==> src/rtl/traffic_pkg.sv <==
// Shared definitions for the highway/country signal controller and the country-road vehicle detector.
package traffic_pkg;

    localparam logic [2:0] LGT_RED = 3'b100;
    localparam logic [2:0] LGT_YEL = 3'b010;
    localparam logic [2:0] LGT_GRN = 3'b001;

    typedef enum logic [1:0] {
        IDLE    = 2'd0,
        REQ     = 2'd1,
        SERVE   = 2'd2,
        RELEASE = 2'd3
    } det_state_e;

    function automatic logic lght_valid(input logic [2:0] lght);
        return (lght == LGT_RED) || (lght == LGT_YEL) || (lght == LGT_GRN);
    endfunction

endpackage

==> src/rtl/sensor_debounce.sv <==
// Loop-sensor debouncer: the level follows raw only after DEB_CYC consecutive agreeing samples.
module sensor_debounce #(
    parameter int DEB_CYC = 3
) (
    input  logic clk,
    input  logic rst,
    input  logic raw,
    output logic level
);

    localparam int CW = (DEB_CYC > 1) ? $clog2(DEB_CYC) : 1;
    localparam logic [CW-1:0] LAST = CW'(DEB_CYC - 1);

    logic [CW-1:0] cnt_q, cnt_d;
    logic          level_q, level_d;

    // The counter tracks the current run of samples that disagree with the level;
    // a sample matching the level breaks the run.
    always_comb begin
        level_d = level_q;
        cnt_d   = '0;
        if (raw != level_q) begin
            if (cnt_q == LAST) level_d = raw;
            else               cnt_d   = cnt_q + CW'(1);
        end
    end

    always_ff @(posedge clk or posedge rst) begin
        if (rst) begin
            cnt_q   <= '0;
            level_q <= 1'b0;
        end else begin
            cnt_q   <= cnt_d;
            level_q <= level_d;
        end
    end

    assign level = level_q;

endmodule

==> src/rtl/country_vehicle_detector.sv <==
// Country-road car detector: debounced arrival/exit loops, queue count and request FSM.
// Define COUNTRY_STATS_EN to build the served_total exit counter.
module country_vehicle_detector
    import traffic_pkg::*;
#(
    parameter int CNT_W   = 4,
    parameter int DEB_CYC = 3,
    parameter int GAP_CYC = 4
) (
    input  logic             clk,
    input  logic             rst,
    input  logic             arr_raw,
    input  logic             exit_raw,
    input  logic [2:0]       cntr_lght,
    output logic             x,
    output logic [CNT_W-1:0] queue_cnt,
    output logic             ovf,
    output logic             unf,
    output logic             code_err,
    output logic [15:0]      served_total
);

    localparam logic [CNT_W-1:0] CNT_MAX = '1;
    localparam int GW = (GAP_CYC > 1) ? $clog2(GAP_CYC) : 1;
    localparam logic [GW-1:0] GAP_LAST = GW'(GAP_CYC - 1);

    logic arr_lvl, exit_lvl;
    logic arr_prev_q, exit_prev_q;
    logic arr_ev, exit_ev, dec_ev;

    logic [CNT_W-1:0] cnt_q, cnt_d;
    logic             ovf_q, ovf_d, unf_q, unf_d, cerr_q, cerr_d;
    det_state_e       state_q, state_d;
    logic [GW-1:0]    gap_q, gap_d;
    logic             lv;

    sensor_debounce #(.DEB_CYC(DEB_CYC)) u_arr_deb (
        .clk(clk), .rst(rst), .raw(arr_raw), .level(arr_lvl)
    );

    sensor_debounce #(.DEB_CYC(DEB_CYC)) u_exit_deb (
        .clk(clk), .rst(rst), .raw(exit_raw), .level(exit_lvl)
    );

    assign arr_ev  = arr_lvl & ~arr_prev_q;
    assign exit_ev = exit_lvl & ~exit_prev_q;
    assign dec_ev  = exit_ev & ~arr_ev & (cnt_q != '0);
    assign lv      = lght_valid(cntr_lght);

    always_comb begin
        cnt_d = cnt_q;
        ovf_d = ovf_q;
        unf_d = unf_q;
        if (arr_ev && !exit_ev) begin
            if (cnt_q == CNT_MAX) ovf_d = 1'b1;
            else                  cnt_d = cnt_q + CNT_W'(1);
        end else if (exit_ev && !arr_ev) begin
            if (cnt_q == '0) unf_d = 1'b1;
            else             cnt_d = cnt_q - CNT_W'(1);
        end
    end

    // Illegal light codes freeze the FSM (and its gap timer) except for IDLE,
    // whose only exit condition does not look at the light.
    always_comb begin
        state_d = state_q;
        gap_d   = gap_q;
        cerr_d  = cerr_q | ~lv;
        case (state_q)
            IDLE: begin
                gap_d = '0;
                if (lv && cntr_lght != LGT_RED) cerr_d = 1'b1;
                if (cnt_q != '0) state_d = REQ;
            end
            REQ: begin
                if (cntr_lght == LGT_GRN)      state_d = SERVE;
                else if (cntr_lght == LGT_YEL) cerr_d  = 1'b1;
            end
            SERVE: begin
                if (cntr_lght == LGT_RED) begin
                    gap_d   = '0;
                    state_d = (cnt_q != '0) ? REQ : IDLE;
                end else if (lv) begin
                    if (cnt_q != '0 || arr_ev) begin
                        gap_d = '0;
                    end else if (gap_q == GAP_LAST) begin
                        gap_d   = '0;
                        state_d = RELEASE;
                    end else begin
                        gap_d = gap_q + GW'(1);
                    end
                end
            end
            RELEASE: begin
                if (cntr_lght == LGT_RED) state_d = (cnt_q != '0) ? REQ : IDLE;
            end
            default: state_d = IDLE;
        endcase
    end

    always_ff @(posedge clk or posedge rst) begin
        if (rst) begin
            arr_prev_q  <= 1'b0;
            exit_prev_q <= 1'b0;
            cnt_q       <= '0;
            ovf_q       <= 1'b0;
            unf_q       <= 1'b0;
            cerr_q      <= 1'b0;
            state_q     <= IDLE;
            gap_q       <= '0;
        end else begin
            arr_prev_q  <= arr_lvl;
            exit_prev_q <= exit_lvl;
            cnt_q       <= cnt_d;
            ovf_q       <= ovf_d;
            unf_q       <= unf_d;
            cerr_q      <= cerr_d;
            state_q     <= state_d;
            gap_q       <= gap_d;
        end
    end

`ifdef COUNTRY_STATS_EN
    logic [15:0] served_q;

    always_ff @(posedge clk or posedge rst) begin
        if (rst)         served_q <= '0;
        else if (dec_ev) served_q <= served_q + 16'd1;
    end

    assign served_total = served_q;
`else
    assign served_total = '0;
`endif

    assign x         = (state_q == REQ) || (state_q == SERVE);
    assign queue_cnt = cnt_q;
    assign ovf       = ovf_q;
    assign unf       = unf_q;
    assign code_err  = cerr_q;

endmodule
==> config.mk <==
export PLATFORM = sky130hd
export DESIGN_NAME = country_vehicle_detector
export DESIGN_NICKNAME = d
export VERILOG_FILES = /design/src/rtl/traffic_pkg.sv /design/src/rtl/sensor_debounce.sv /design/src/rtl/country_vehicle_detector.sv
export SDC_FILE = /design/constraint.sdc
export NUM_CORES = 1
export LEC_CHECK = 0
export BUFFER_PORTS_ARGS = -buffer_cell sky130_fd_sc_hd__buf_2
export CORE_ASPECT_RATIO = 0.7
export CORE_MARGIN = 5
export CORE_UTILIZATION = 35
export CTS_CLUSTER_SIZE = 40
export DETAILED_ROUTE_END_ITERATION = 8
export PLACE_DENSITY = 0.6
export SETUP_SLACK_MARGIN = 0.15
export SKIP_CTS_REPAIR_TIMING = 1
export SYNTH_ARGS = -nofsm -noshare
export SYNTH_HDL_FRONTEND = slang
export SYNTH_SLANG_ARGS = --single-unit
==> constraint.sdc <==
create_clock -name clk -period 3.6 [get_ports clk]
set_input_delay 0.36 -clock clk [delete_from_list [all_inputs] [get_ports clk]]
set_output_delay 0.36 -clock clk [all_outputs]
set_load 0.03 [all_outputs]
== Word-level counts from Yosys, hierarchy flattened ==
Index checks and enable logic that the tools add are counted.

* Flip-flop bits (word level): 19
* Input port bits: 7
* Output and inout bits: 24
* Word-level logic and storage cells: 92

* Eq/ne operators: 21
* Add/sub/neg operators: 5
* Muxes and demuxes: 26
* Reduce and logical (&&, ||, !) cells: 21
* Bitwise gates (word level): 7

{| class="wikitable"
|+ Operators by type and width
! operator !! count
|-
| 2-bit two-way mux || 15
|-
| 4-bit two-way mux || 4
|-
| 3-bit != test, second input constant || 4
|-
| 2-bit equality test, second input constant || 5
|-
| 2-bit != test, second input constant || 5
|-
| 2-bit case mux with 4 select lines || 1
|-
| 2-bit AND reduction || 4
|-
| 2-bit by 1-bit adder with 2-bit output, second input constant || 3
|-
| 3-bit AND reduction || 2
|-
| 6-bit AND reduction || 1
|-
| 4-bit by 1-bit adder with 4-bit output, second input constant || 1
|-
| 4-bit equality test, second input constant || 1
|-
| 4-bit logical NOT || 1
|-
| 1-bit logical OR || 4
|-
| 1-bit two-way mux || 4
|-
| 1-bit NOT || 4
|-
| 2-bit case mux with 2 select lines || 1
|-
| 2-bit nonzero test || 2
|-
| 4-bit nonzero test || 1
|-
| 4-bit by 1-bit subtractor with 4-bit output, second input constant || 1
|-
| 3-bit by 1-bit equality test with 1-bit output, second input constant || 1
|-
| 3-bit by 2-bit equality test with 1-bit output, second input constant || 1
|-
| 3-bit equality test, second input constant || 1
|-
| 1-bit logical AND || 3
|-
| 7 further kinds || 10
|}

== Depth between registers and ports, before layout ==
* Depth in word-level cells: 8
* Mapped depth: 9
* Mapped depth without buffers: 9

== By module ==
Synthesis repeated with hierarchy kept, for this count alone.

* Cells, all modules: 124
* Area, all modules: 1325.0 um^2

{| class="wikitable"
|+ By module, submodules not included
! module !! sequential area each (um^2) !! instances !! area each (um^2) !! cells an instance
|-
| country_vehicle_detector || 325.3 || 1 || 1067.3 || 106
|-
| sensor_debounce || 75.1 || 2 || 128.9 || 9
|}

== Least setup slack after synthesis ==
No wires, ideal clock.

* Path kind: register to register
* From: register arr_prev_q
* To: register cnt_q[3] (netlist: queue_cnt[3])
* Path buffers: 0
* Data required time: 3534 ps
* Clock period less this slack: 2011 ps
* Arrival time: 1945 ps
* Cell stages (with the launch flop): 10
* Setup slack: 1589 ps
* Setup time: 66 ps
* Cells stage by stage: dfrtp_1 > nand2b_1 > inv_1 > ha_1 > inv_1 > ha_1 > a21oi_1 > a31oi_1 > o31ai_1 > o31a_1

* Word-level cells in the longest chain between the ends: 6
* Elaborated cells between the ends (all ways): 10
* Those cells by class: 2 x eq/ne; 1 x mux; 2 x bitwise; 5 x reduce/logical

{| class="wikitable"
|+ RTL lines
! item !! line !! RTL
|-
| start, declared || country_vehicle_detector.sv:28 || <nowiki>logic arr_prev_q, exit_prev_q;</nowiki>
|-
| start signal, assigned || country_vehicle_detector.sv:112 || <nowiki>arr_prev_q <= arr_lvl;</nowiki>
|-
| 1-bit NOT (*) || country_vehicle_detector.sv:45 || <nowiki>assign arr_ev = arr_lvl & ~arr_prev_q;</nowiki>
|-
| 1-bit bitwise AND (*) || country_vehicle_detector.sv:45 ||
|-
| 1-bit logical NOT || country_vehicle_detector.sv:57 || <nowiki>end else if (exit_ev && !arr_ev) begin</nowiki>
|-
| 1-bit logical AND || country_vehicle_detector.sv:57 ||
|-
| 2-bit nonzero test (no line) || n/a ||
|-
| 3-bit AND reduction (no line) || n/a ||
|-
| end signal, assigned || country_vehicle_detector.sv:114 || <nowiki>cnt_q <= cnt_d;</nowiki>
|-
| end, declared || country_vehicle_detector.sv:31 || <nowiki>logic [CNT_W-1:0] cnt_q, cnt_d;</nowiki>
|}

Every way passes the cells marked *; elsewhere a longest branch is shown, timed or not.
A chain may end at the register's enable or synchronous reset.

== Worst setup path after layout ==
Ends and elaborated chain as after synthesis.

==> impl_results.md <==
- Status: completed
- Met2 Usage GRT: 0.160
- Routing usage on met1: 0.123
- CP Data Arrival Time: 2.47 ns
- CP Cell Sequence: nand2b_1, inv_1, ha_1, inv_1, ha_1, a21oi_1, a31oi_1, o31ai_1, o31a_1
- Crit Path Category: flop to flop
- Max cap viols: 0
- RSZ-0062 raised after global routing: no
- CTS sink count: 19
- Slew Limit Headroom: 0.534
- Async S/R FF share, synth: 1.00
- Worst-path maximum fanout: 6
- # IOs: 31
- PnR Total Power: 1220 µW
- Die Height: 59.6 µm
- Antenna Cells: 0
- CP delay by family, top: compound AO/OA/AOI/OAI gates
- Critical Path Source: arr_prev_q$_DFF_PP0_
- Die area: 0.00482 mm²
- Final hold violations: 0
- Multi-input logic area: 658 µm²
- First-pass GRT wire length: 3710 µm
- Final min period: 2.27 ns
- GP Congestion: 0.877
- Grt peak-use layer: met2
- Largest net degree at the start of global routing: 20
- Filler Cells Inserted: 343
- Max VDD drop: 0.239 mV
- Routed wire length per instance: 12.0 µm
- Number of port buffers: 14
- Top cells by area, synth: dfrtp_1 39%, buf_4 9.8%, ha_1 9.1%
- Crit path to: queue_cnt[3]$_DFFE_PP0P_
- Mapped Cells: 118
- Finished Layout Cells: 185
- Hold Crit Class: input pin to asynchronous set/reset pin
- Starting DRT DRC Count: 43
- Core area: 0.00345 mm²
- Placed cell area: 0.00130 mm²
- YS warnings: 0
- Most common cell in the synthesized netlist: dfrtp_1
- #FFs+latches synth: 19
- Layout cells sized above 1: 0.193
- Final Util: 0.391
- Setup TNS: 0 ns
- Drt first pass iters: 4
- Syn avg cell area: 10.4 µm²
- Synth top cells by count: 19 x dfrtp_1, 16 x buf_4, 9 x ha_1, 9 x inv_1, 6 x nor2_1
- CP Buf/Inv Count: 2
- Antenna viol nets, final: 0
- Setup Skew: 0.00290 ns
- # nets final: 153
- Die Wd: 80.9 µm
- Worst r2r src: arr_prev_q$_DFF_PP0_
- Clock Path Buffers: 2
- Vias in the first global route: 811
- Worst Reg-to-Reg Cells: 9
- WP depth: 9
- Fin crit share: 0.631
- Leak: 0.000636 µW
- Cell taking the most area after synthesis: dfrtp_1
- Sequential area share after synthesis: 0.386
- FF+latch area: 475 µm²
- Setup-failing EPs final: 0
- Main synth FF type: dfrtp_1
- Row cnt: 18
- Initial antenna violation count: 0
- # DRC: 0
- Final WL: 2210 µm
- Slowest stage delay, CP: 0.35 ns
- Starting Density: 0.357
- Netlist cell types: 42
- Vias: 873
- Slew Viols, Final: 0
- Global route overflow: 0
- R2r endpoint: queue_cnt[3]$_DFFE_PP0P_
- CP startpoint kind: flop
- Worst setup EP type: flop
- Reg clk slew, reported paths: 0.07 ns
- GRT Total Usage: 0.103
- Cell Area, Synth: 0.00123 mm²
- CTS Buf Count: 3
- Vias per inst: 4.72
- Yosys top cell area share: 0.386
- CTS tree: yes
- Root Driver: clkbuf_8
- Post-route cell area: 0.00135 mm²
- Slowest CP cell: dfrtp_1
- Number of flops mapped to enable cells by yosys: 0
- Latest clock arrival within the worst-skew pair: 0.26 ns
- Met3 usage: 0.0365
- F_max: 0.440 GHz
- PwrDens: 905 mW/mm²
- CP Data Required Time: 3.80 ns
- Area grow syn2layout: 9.35%
- HPWL after DPL: 1740 µm
- Slew of the pin with the lowest slew margin: 0.698 ns
- Clock H-tree levels: 1
- Setup slack, reg-to-reg: 1.33 ns
- Placed cells: 181
[per-stage QoR]
| stage | setup WS [ns] | hold slack [ns] |
|---|---|---|
| global placement | 1.50 | 0.423 |
| detailed placement | 1.37 | 0.439 |
| global route | 1.12 | 0.265 |
| CTS | 1.34 | 0.228 |
| floorplan | 1.59 | 0.311 |
| finish | 1.33 | 0.204 |
[sequential cells by signal, indices dropped and copies added (netlist names)]
name              count
exit_prev_q           1
code_err              1
queue_cnt             4
arr_prev_q            1
u_arr_deb.level       1
unf                   1
gap_q                 2
u_exit_deb.cnt_q      2
state_q               2
ovf                   1
u_arr_deb.cnt_q       2
u_exit_deb.level      1
[placed cells by master, fill, tap and decap left out, types with 4 or more instances in the layout]
cell type and n:
dfrtp_1 19, xnor2_1 4, a31oi_1 4, buf_2 14, inv_1 9, nor2_1 6
ha_1 9, conb_1 16
[layer usage]
metal / part of all wire / wire length, µm
met1: 0.45 / 997
met5: 0 / 0
met2: 0.47 / 1030
met3: 0.056 / 124
met4: 0.027 / 59
[where the power goes]
part	leakage (µW)	switching, µW	internal (µW)	total [µW]
clock network	0.0000255	68.6	76.9	146
logic	0.000380	400	274	674
registers	0.000230	92.6	306	399
total	0.000636	562	657	1220
[kinds of logic after synthesis]
| group | Yosys count | share of synthesized area |
|---|---|---|
| AOI/OAI and AO/OA | 20 | 0.116 |
| xor gates and xnor gates | 5 | 0.0356 |
| adders and majority gates | 10 | 0.108 |
| buffers and inverters | 25 | 0.125 |
| DFF | 19 | 0.386 |
| muxes | 6 | 0.0539 |
| other | 1 | 0.00305 |
| and+or+nand+nor | 32 | 0.173 |
[how the worst min path moves through the flow]
stage / end / cells after the start
after global placement: arr_prev_q$_DFF_PP0_ / 0
after detailed placement: arr_prev_q$_DFF_PP0_ / 0
after CTS: state_q[1]$_DFFE_PP0P_ / 2
after floorplan: arr_prev_q$_DFF_PP0_ / 1
final: u_exit_deb.cnt_q[0]$_DFF_PP0_ / 2
after global routing: state_q[1]$_DFFE_PP0P_ / 2
[cell type report]
| cell class | count | area share |
|---|---|---|
| timing repair buffer | 14 | 0.0520 |
| tap | 50 | 0.0465 |
| clock buffer | 3 | 0.0307 |
| inverter | 9 | 0.0251 |
| sequential | 19 | 0.353 |
| multi-input combinational | 89 | 0.489 |
| clock inverter | 1 | 0.00372 |
Power figures use the tool's default switching activity.
